--- src/rtl/trdb_pkg.sv ---
// trdb_pkg
//   Shared types and constants for the trace debugger packet streaming path.
//   TRDB_PACKET_W       : width of one packet word from trace_debugger (32)
//   trdb_word_t         : one packet word
//   trdb_stream_state_e : serializer FSM states (S_IDLE, S_SEND)
package trdb_pkg;

  localparam int TRDB_PACKET_W = 32;

  typedef logic [TRDB_PACKET_W-1:0] trdb_word_t;

  typedef enum logic {
    S_IDLE,
    S_SEND
  } trdb_stream_state_e;

endpackage

--- src/rtl/trdb_sync_fifo.sv ---
// trdb_sync_fifo
//   Single-clock FIFO with a first-word-fall-through head output. The
//   pointers carry one extra MSB so that full and empty can be told apart
//   when the address bits are equal.
// Ports
//   clk_i, rst_i : clock, asynchronous active-high reset
//   flush_i      : synchronous clear; wins over push and pop
//   push_i       : write data_i (ignored when full unless popping this cycle)
//   data_i       : word to write
//   pop_i        : drop head (ignored when empty)
//   data_o       : current head word
//   full_o       : DEPTH words stored
//   empty_o      : no words stored
//   level_o      : number of words stored
module trdb_sync_fifo
  import trdb_pkg::*;
#(
  parameter int  DEPTH  = 16,
  parameter type data_t = trdb_word_t
) (
  input  logic                       clk_i,
  input  logic                       rst_i,
  input  logic                       flush_i,
  input  logic                       push_i,
  input  data_t                      data_i,
  input  logic                       pop_i,
  output data_t                      data_o,
  output logic                       full_o,
  output logic                       empty_o,
  output logic [$clog2(DEPTH):0]     level_o
);

  localparam int AW = $clog2(DEPTH);

  logic [AW:0] wptr_q, wptr_d;
  logic [AW:0] rptr_q, rptr_d;
  data_t       mem_q [DEPTH];
  logic        do_push;
  logic        do_pop;

  // A full FIFO may still accept a word when its head leaves in the same cycle.
  always_comb begin
    do_pop  = pop_i & ~empty_o & ~flush_i;
    do_push = push_i & (~full_o | do_pop) & ~flush_i;
    wptr_d  = wptr_q;
    rptr_d  = rptr_q;
    if (flush_i) begin
      wptr_d = '0;
      rptr_d = '0;
    end else begin
      if (do_push) wptr_d = wptr_q + 1'b1;
      if (do_pop)  rptr_d = rptr_q + 1'b1;
    end
  end

  always_ff @(posedge clk_i or posedge rst_i) begin
    if (rst_i) begin
      wptr_q <= '0;
      rptr_q <= '0;
    end else begin
      wptr_q <= wptr_d;
      rptr_q <= rptr_d;
    end
  end

  // Storage needs no reset; the pointers define which entries are valid.
  always_ff @(posedge clk_i) begin
    if (do_push) mem_q[wptr_q[AW-1:0]] <= data_i;
  end

  assign data_o  = mem_q[rptr_q[AW-1:0]];
  assign empty_o = (wptr_q == rptr_q);
  assign full_o  = (wptr_q[AW] != rptr_q[AW]) && (wptr_q[AW-1:0] == rptr_q[AW-1:0]);
  assign level_o = wptr_q - rptr_q;

endmodule

--- src/rtl/trdb_packet_streamer.sv ---
// trdb_packet_streamer
//   Captures packet words from trace_debugger (no backpressure), buffers
//   them in a FIFO and serializes each 32-bit word LSB-first into PORT_W-bit
//   beats on a valid/ready trace port. Words arriving while the FIFO is full
//   are dropped and flagged by the sticky overflow_o.
// Optional feature macro: TRDB_STREAMER_DROP_CNT_EN adds drop_cnt_o, a
//   saturating 16-bit count of dropped words.
// Ports
//   clk_i, rst_i         : clock, asynchronous active-high reset
//   enable_i             : 0 ignores incoming words (draining continues)
//   flush_i              : synchronous clear of FIFO, serializer and overflow
//   packet_word_i/_valid_i : incoming word and its single-cycle qualifier
//   trace_data_o/_valid_o/_last_o, trace_ready_i : beat output port
//   fifo_level_o         : words waiting in the FIFO (not the serializer)
//   overflow_o           : sticky drop indication
//   drop_cnt_o           : dropped word count (macro builds only)
module trdb_packet_streamer
  import trdb_pkg::*;
#(
  parameter int DEPTH  = 16,
  parameter int PORT_W = 8
) (
  input  logic                     clk_i,
  input  logic                     rst_i,
  input  logic                     enable_i,
  input  logic                     flush_i,
  input  logic [TRDB_PACKET_W-1:0] packet_word_i,
  input  logic                     packet_word_valid_i,
  output logic [PORT_W-1:0]        trace_data_o,
  output logic                     trace_valid_o,
  output logic                     trace_last_o,
  input  logic                     trace_ready_i,
  output logic [$clog2(DEPTH):0]   fifo_level_o,
  output logic                     overflow_o
`ifdef TRDB_STREAMER_DROP_CNT_EN
  ,
  output logic [15:0]              drop_cnt_o
`endif
);

  localparam int BEATS = TRDB_PACKET_W / PORT_W;
  localparam int CNT_W = (BEATS > 1) ? $clog2(BEATS) : 1;
  localparam logic [CNT_W-1:0] LAST_BEAT = CNT_W'(BEATS - 1);

  trdb_stream_state_e state_q, state_d;
  trdb_word_t         shreg_q, shreg_d;
  logic [CNT_W-1:0]   beat_cnt_q, beat_cnt_d;
  logic               overflow_q, overflow_d;
`ifdef TRDB_STREAMER_DROP_CNT_EN
  logic [15:0]        drop_cnt_q, drop_cnt_d;
`endif

  logic       push_req;
  logic       fifo_pop;
  logic       fifo_full;
  logic       fifo_empty;
  trdb_word_t fifo_head;
  logic       handshake;
  logic       last_beat;
  logic       drop;

  assign push_req = packet_word_valid_i & enable_i & ~flush_i;

  trdb_sync_fifo #(
    .DEPTH  (DEPTH),
    .data_t (trdb_word_t)
  ) u_fifo (
    .clk_i   (clk_i),
    .rst_i   (rst_i),
    .flush_i (flush_i),
    .push_i  (push_req),
    .data_i  (packet_word_i),
    .pop_i   (fifo_pop),
    .data_o  (fifo_head),
    .full_o  (fifo_full),
    .empty_o (fifo_empty),
    .level_o (fifo_level_o)
  );

  // Serializer FSM: IDLE loads the FIFO head; SEND shifts out one beat per
  // handshake and, on the last beat, reloads straight from the FIFO so that
  // consecutive words stream without a bubble.
  always_comb begin
    state_d    = state_q;
    shreg_d    = shreg_q;
    beat_cnt_d = beat_cnt_q;
    overflow_d = overflow_q;
    fifo_pop   = 1'b0;
    drop       = 1'b0;

    trace_valid_o = (state_q == S_SEND);
    last_beat     = (beat_cnt_q == LAST_BEAT);
    handshake     = trace_valid_o & trace_ready_i;
    trace_last_o  = trace_valid_o & last_beat;
    trace_data_o  = trace_valid_o ? shreg_q[PORT_W-1:0] : '0;

    case (state_q)
      S_IDLE: begin
        if (!fifo_empty) begin
          fifo_pop   = 1'b1;
          shreg_d    = fifo_head;
          beat_cnt_d = '0;
          state_d    = S_SEND;
        end
      end
      S_SEND: begin
        if (handshake) begin
          if (last_beat) begin
            beat_cnt_d = '0;
            if (!fifo_empty) begin
              fifo_pop = 1'b1;
              shreg_d  = fifo_head;
            end else begin
              shreg_d = '0;
              state_d = S_IDLE;
            end
          end else begin
            shreg_d    = shreg_q >> PORT_W;
            beat_cnt_d = beat_cnt_q + CNT_W'(1);
          end
        end
      end
      default: state_d = S_IDLE;
    endcase

    // A word is lost only when the FIFO is full and no room opens this cycle.
    drop = push_req & fifo_full & ~fifo_pop;
    if (drop) overflow_d = 1'b1;

    if (flush_i) begin
      state_d    = S_IDLE;
      shreg_d    = '0;
      beat_cnt_d = '0;
      overflow_d = 1'b0;
      fifo_pop   = 1'b0;
    end
  end

`ifdef TRDB_STREAMER_DROP_CNT_EN
  // Saturating drop counter, cleared together with overflow_o.
  always_comb begin
    drop_cnt_d = drop_cnt_q;
    if (flush_i) begin
      drop_cnt_d = '0;
    end else if (drop && (drop_cnt_q != 16'hFFFF)) begin
      drop_cnt_d = drop_cnt_q + 16'd1;
    end
  end

  always_ff @(posedge clk_i or posedge rst_i) begin
    if (rst_i) drop_cnt_q <= '0;
    else       drop_cnt_q <= drop_cnt_d;
  end

  assign drop_cnt_o = drop_cnt_q;
`endif

  always_ff @(posedge clk_i or posedge rst_i) begin
    if (rst_i) begin
      state_q    <= S_IDLE;
      shreg_q    <= '0;
      beat_cnt_q <= '0;
      overflow_q <= 1'b0;
    end else begin
      state_q    <= state_d;
      shreg_q    <= shreg_d;
      beat_cnt_q <= beat_cnt_d;
      overflow_q <= overflow_d;
    end
  end

  assign overflow_o = overflow_q;

endmodule

--- config.mk ---
export PLATFORM = sky130hd
export DESIGN_NAME = trdb_packet_streamer
export DESIGN_NICKNAME = d
export VERILOG_FILES = /design/src/rtl/trdb_pkg.sv /design/src/rtl/trdb_sync_fifo.sv /design/src/rtl/trdb_packet_streamer.sv
export SDC_FILE = /design/constraint.sdc
export NUM_CORES = 1
export LEC_CHECK = 0
export ABC_AREA = 1
export CORE_UTILIZATION = 55
export DETAILED_ROUTE_END_ITERATION = 7
export PLACE_DENSITY = 0.76
export SETUP_SLACK_MARGIN = 0.4
export SLEW_MARGIN = 20
export SYNTH_ARGS = -nofsm -noshare
export SYNTH_HDL_FRONTEND = slang
export SYNTH_SLANG_ARGS = --single-unit
--- constraint.sdc ---
create_clock -name clk_i -period 9.7 [get_ports clk_i]
set_input_delay 2.91 -clock clk_i [delete_from_list [all_inputs] [get_ports clk_i]]
set_output_delay 2.91 -clock clk_i [all_outputs]
set_load 0.05 [all_outputs]
==> run metrics, run 1 <==
Gates resized, CTS repair=0; minimum period implied by the final worst setup slack=6.903 ns; warnings from Yosys=0; fraction of the mapped netlist area in simple logic gates=21.93%; power density over the cells=225.9 nW/um^2; number of fillers in the final layout=3300; Maximum Capacitance Violations=0; weighted congestion at the end of routability-driven global placement=0.8202; post-synthesis net count=2482; number of nets in the final layout=2500; minimum hold slack=0.4870 ns; post-synthesis cell count=2433; commonest non-fill, non-tap cell in the layout=sky130_fd_sc_hd__nand2_1; largest net degree at the start of global routing=100; num ports=54; worst slew pin tran=1.023 ns; clock transition at the registers of the reported paths=0.06 ns; synthesized-area fraction occupied by ao, oa, aoi and oai cells=0.4399%; final clock period utilization by the worst path=71.16%; kind of end point of the critical path=output pin; Synth Area in XOR/XNOR=0.3580%; global-route wire length before repair=90070 microns; Fin Clk Skew=0.01342 ns; area of the core region=43460 sq um; arithmetic-cell share of the synthesized area counting full adders, half adders and majority gates=0.5933%; signed area change from the synthesized netlist to the final layout=11.21%; synthesized area=24460 sq um; number of antenna violations at the first check in global routing=2; maximum clock insertion buffer count=3; share of cell area taken by muxes after synthesis=0%; post-CTS repair timing setup buffer count=0; Starting Density=56.29%; number of antenna-violating nets in the routed design=0; FP Rows=76; number of buffers created by CTS=56; mean instance size in the synthesized netlist=10.05 sq um; # H-tree levels=2; hold-fix buffer count after cts=0; required time reported for the critical path endpoint=6.79 ns; result of the run=finished, final reports clean; Crit Path Max Fanout=76; commonest non-fill, non-tap cells in the layout=sky130_fd_sc_hd__nand2_1, sky130_fd_sc_hd__edfxtp_1, sky130_fd_sc_hd__inv_1, sky130_fd_sc_hd__nand3_1, sky130_fd_sc_hd__clkbuf_16; final-report setup violation count=0; Chip Height=212.9 microns; main combinational cell family by area after synthesis=simple AND/OR/NAND/NOR gates; nature of the critical path startpoint=flip-flop; placed instance count=2978; number of global-route vias before repair=16580; Port Buf Inserts=53; post-route non-filler standard cell count=3083; die footprint=45320 sq um; later-pin clock latency in the skew report=0.60 ns; final hold violation count=0; part of the Yosys area used for sequential elements=67.56%; hold crit path type=flip-flop to flip-flop; RSZ-0062 raised after global routing=no; clock root buffer=sky130_fd_sc_hd__clkbuf_16; via count=16660; synth unique cells=26; sum of overflow across all layers after global routing=0; routed wire length=56970 microns; Crit Path Class=flip-flop to output pin; HPWL after DPL=30350 microns; leakage dissipation=11.77 nW; routed length per placed instance=18.48 microns; arrival time reported for the critical path endpoint=3.99 ns; achievable clock frequency=144.9 MHz; count of unresolved DRC violations after routing=0; Max-slew headroom=31.77%; horizontal die dimension=212.9 microns; pins over their slew limit=0; proportion of layout cells with a drive suffix above 1=5.088%; area occupied by multi-input gates=5831 sq um; clock sink count=558; total area of sequential cells=16540 sq um; length of the first detailed-routing pass in iterations=8; maximum resistive drop on vdd=0.1607 mV; GRT Overall Usage=26.11%; CTS tree=built; flip-flop and latch count after synthesis=558; accumulated negative setup slack=0 ns; number of vias per cell=5.403; initial drt markers=1900
-- final cells by class --
class | instances | area share, %
multi-input combinational | 1321 | 21.43
inverter | 435 | 6.034
tap | 585 | 2.691
antenna | 2 | 0.01840
clock inverter | 26 | 0.7037
sequential | 558 | 60.79
clock buffer | 77 | 5.666
timing repair buffer | 79 | 2.668
-- through the flow --
| stage | setup WS [ns] | power, mW | util (%) | area, sq um |
|---|---|---|---|---|
| 2_1_floorplan | 3.530 | 3.769 | - | 24460 |
| 5_1_grt | 2.568 | 6.411 | 62.60 | 27200 |
| 4_1_cts | 2.698 | 6.162 | 62.57 | 27190 |
| 3_5_place_dp | 3.355 | 4.115 | 58.58 | 25460 |
| 6_report | 2.797 | 6.145 | 62.60 | 27200 |
| 3_3_place_gp | 3.357 | 4.080 | 58.58 | 25460 |
-- critical path: stages (launching register included) --
cell	delay (ns)
sky130_fd_sc_hd__dfrtp_4	0.97
sky130_fd_sc_hd__inv_4	0.58
sky130_fd_sc_hd__ha_1	0.54
sky130_fd_sc_hd__nand2_1	0.07
sky130_fd_sc_hd__o21ai_0	0.21
sky130_fd_sc_hd__xor2_1	0.18
sky130_fd_sc_hd__clkdlybuf4s50_1	0.83
-- worst paths after layout --
check	slack, ns	end	from	depth (start not counted)
setup / recovery	2.80	fifo_level_o[3]	u_fifo.rptr_q[1]	6
hold / removal	0.49	shreg_q[26]	shreg_q[26]	2
setup reg to reg	5.29	u_fifo.mem_q[14][29]	u_fifo.rptr_q[1]	10
hold reg to reg	0.49	shreg_q[26]	shreg_q[26]	2
max in group asynchronous	6.37	u_fifo.rptr_q[0]	rst_i	2
min in group asynchronous	2.77	overflow_o	rst_i	2
-- synthesized netlist by cell type, drive strengths merged --
cell / number / share of area [%]
clkinv: 1 / 0.015
a21oi: 4 / 0.097
ha: 10 / 0.51
buf: 91 / 2.0
fa: 1 / 0.082
dfrtp: 46 / 4.7
o21ai: 13 / 0.27
a21boi: 1 / 0.046
o31ai: 1 / 0.031
xor2: 8 / 0.29
xnor2: 2 / 0.072
nand4: 1 / 0.026
nor2: 25 / 0.45
nand3: 411 / 8.4
clkbuf: 28 / 0.43
nor3: 1 / 0.020
inv: 434 / 6.7
edfxtp: 512 / 63
nand2: 843 / 13
-- registers in the layout (all words and copies together) (netlist names) --
signal         count
beat_cnt_q         2
overflow_o         1
shreg_q           32
trace_valid_o      1
u_fifo.mem_q     512
u_fifo.rptr_q      5
u_fifo.wptr_q      5
-- per-layer routing --
layer / global-route usage (%) / up-vias / part of all wire [%]
li1: - / 7815 / -
met1: 35.69 / 7992 / 41
met2: 42.82 / 737 / 49
met3: 3.324 / 112 / 7.9
met4: 10.15 / 0 / 2.9
met5: 0 / - / 0
-- logic make-up after synthesis --
logic type | count (synthesis)
adders and majority gates | 11
buffers and inverters | 554
and+or+nand+nor | 1281
xor gates and xnor gates | 10
DFF | 558
AOI/OAI and AO/OA | 19
-- where the power goes --
group,total [mW],internal (mW),switching [mW]
registers,2.78,2.69,0.0896
logic,1.30,0.370,0.928
clock network,2.06,1.18,0.882
total,6.15,4.25,1.90
No activity file was read; power rests on OpenSTA's default activity.
==> inputs of run 2 (changes only) <==
--- a/config.mk
+++ b/config.mk
@@ -8,7 +8,7 @@
 export ABC_AREA = 1
 export CORE_UTILIZATION = 55
 export DETAILED_ROUTE_END_ITERATION = 7
-export PLACE_DENSITY = 0.76
+export PLACE_DENSITY = 0.79
 export SETUP_SLACK_MARGIN = 0.4
 export SLEW_MARGIN = 20
 export SYNTH_ARGS = -nofsm -noshare
==> constraint.sdc (replaced) <==
create_clock -name clk_i -period 6.1 [get_ports clk_i]
set_input_delay 1.83 -clock clk_i [delete_from_list [all_inputs] [get_ports clk_i]]
set_output_delay 1.83 -clock clk_i [all_outputs]
set_load 0.05 [all_outputs]
==> run 2 against run 1 <==
Routed wire length increased by 2.7%; largest cell class unchanged; largest power group unchanged; sequential share of layout area fell by 0.31 points; worst setup slack got worse by 2.0 ns; clock skew up 0.013 ns; combinational power grew 66%; register-to-register slack got worse by 3.8 ns; power is 63% higher; core utilization grew 0.32 points.
==> run metrics, run 2 (synthesized netlist as in run 1, its figures left out) <==
clock sink count=558; arrival time reported for the critical path endpoint=3.49 ns; # H-tree levels=2; Switch Pwr=3.101 mW; Worst Hold Launch=shreg_q[25]; proportion of layout cells with a drive suffix above 1=5.453%; power density over the cells=365.3 nW/um^2; number of nets in the final layout=2497; Max-slew headroom=25.96%; post-CTS repair timing setup buffer count=0; final-report setup violation count=0; hold crit path type=flip-flop to flip-flop; worst reg2reg path endpoint=u_fifo.mem_q[9][27]; signed area change from the synthesized netlist to the final layout=11.77%; Worst Reg-to-Reg Cells=10; Crit Path Max Fanout=67; reg2reg setup slack=1.54 ns; slowest cell on the critical path=sky130_fd_sc_hd__dfrtp_4; area of the core region=43460 sq um; clock root buffer=sky130_fd_sc_hd__clkbuf_16; FP Rows=76; clock transition at the registers of the reported paths=0.06 ns; Maximum Capacitance Violations=0; CP peak stage delay=1.00 ns; CTS tree=built; Port Buf Inserts=53; Starting Density=56.29%; kind of end point of the critical path=output pin; result of the run=finished, final reports clean; leakage dissipation=11.84 nW; number of global-route vias before repair=16390; maximum clock insertion buffer count=3; number of antenna-violating nets in the routed design=0; count of unresolved DRC violations after routing=0; pins over their slew limit=0; count of antenna diodes in the layout=0; horizontal die dimension=212.9 microns; routed length per placed instance=19.01 microns; minimum period implied by the final worst setup slack=5.321 ns; RSZ-0062 raised after global routing=no; HPWL after DPL=32560 microns; die footprint=45320 sq um; largest net degree at the start of global routing=151; global-route wire length before repair=89420 microns; hold path cells=2; total area of sequential cells=16530 sq um; routed wire length=58520 microns; length of the first detailed-routing pass in iterations=7; logic gate share of total power=21.6%; part of the power in the clock network=34.2%; Fin Clk Skew=0.02650 ns; number of antenna violations at the first check in global routing=0; commonest non-fill, non-tap cells in the layout=sky130_fd_sc_hd__nand2_1, sky130_fd_sc_hd__edfxtp_1, sky130_fd_sc_hd__inv_1, sky130_fd_sc_hd__nand3_1, sky130_fd_sc_hd__clkbuf_16; number of flip-flops under the largest register name=512; weighted congestion at the end of routability-driven global placement=0.8325; internal portion of total power=6.886 mW; Crit Path Class=flip-flop to output pin; accumulated negative setup slack=0 ns; required time reported for the critical path endpoint=4.27 ns; final hold violation count=0; Gates resized, CTS repair=0; maximum resistive drop on vdd=0.2697 mV; Chip Height=212.9 microns; overall power=9.987 mW; final clock period utilization by the worst path=87.24%; number of vias per cell=5.487; CP cell instances=inv_4, ha_1, nand2_1, o21ai_0, xor2_1, buf_12; nature of the critical path startpoint=flip-flop; GRT Overall Usage=26.16%; achievable clock frequency=187.9 MHz; number of buffers created by CTS=54; commonest non-fill, non-tap cell in the layout=sky130_fd_sc_hd__nand2_1; Final Core Density=62.92%; proportion of total power due to net switching=31.05%; reg-to-reg critical path startpoint=u_fifo.rptr_q[1]; sequential share of power=44.2%; worst slew pin tran=1.108 ns; via count=16900; number of fillers in the final layout=3218; area occupied by multi-input gates=5823 sq um; hold endpoint=shreg_q[25]; num ports=54; later-pin clock latency in the skew report=0.62 ns; hold-fix buffer count after cts=0; sum of overflow across all layers after global routing=0; initial drt markers=2319
[run 2: worst max-delay path, delay by kind of cell, from the launching register on]
family	cells	cell delay (ns)
flops	1	1.00
buf+inv	2	0.70
fa+ha+maj	1	0.49
xor+xnor	1	0.27
compound gates	1	0.25
simple gates	1	0.07
[run 2: worst max path at each step]
stage | from | end | slack [ns] | depth (start not counted)
after floorplan | flush_i | u_fifo.mem_q[7][0] | 1.01 | 6
after global placement | flush_i | u_fifo.mem_q[9][23] | 1.40 | 7
after detailed placement | flush_i | u_fifo.mem_q[14][17] | 1.30 | 7
after CTS | u_fifo.rptr_q[1] | fifo_level_o[3] | 0.85 | 6
after global routing | u_fifo.rptr_q[1] | fifo_level_o[3] | 0.67 | 6
final | u_fifo.rptr_q[1] | fifo_level_o[3] | 0.78 | 6
[run 2: power groups by stage]
stage	sequential (mW)	combinational [mW]	clock [mW]
global route	4.42	2.36	3.58
finish	4.41	2.16	3.42
CTS	4.41	2.13	3.44
detailed placement	4.49	2.10	0
global placement	4.49	2.04	0
floorplan	4.41	1.58	0
[run 2: per-layer routing]
layer	share of wire [%]	GRT usage (%)
met1	39	35.42
met2	48	43.00
met3	9.5	2.942
met4	3.3	11.31
met5	0	0
[run 2: final cells by class]
| type | instances | area share [%] |
|---|---|---|
| clock buffer | 68 | 5.368 |
| timing repair buffer | 78 | 2.938 |
| tap | 585 | 2.677 |
| multi-input combinational | 1321 | 21.30 |
| inverter | 435 | 5.999 |
| sequential | 558 | 60.48 |
| clock inverter | 34 | 1.245 |
[run 2: through the flow]
stage | std cells | setup WS [ns] | instance area [sq um] | hold slack (ns)
finish | 3079 | 0.7785 | 27340 | 0.4977
global route | 3079 | 0.6725 | 27340 | 0.5168
CTS | 3076 | 0.8527 | 27270 | 0.4967
detailed placement | 2974 | 1.300 | 25460 | 0.4808
global placement | 2974 | 1.404 | 25460 | 0.4699
floorplan | 2433 | 1.010 | 24460 | 0.4492
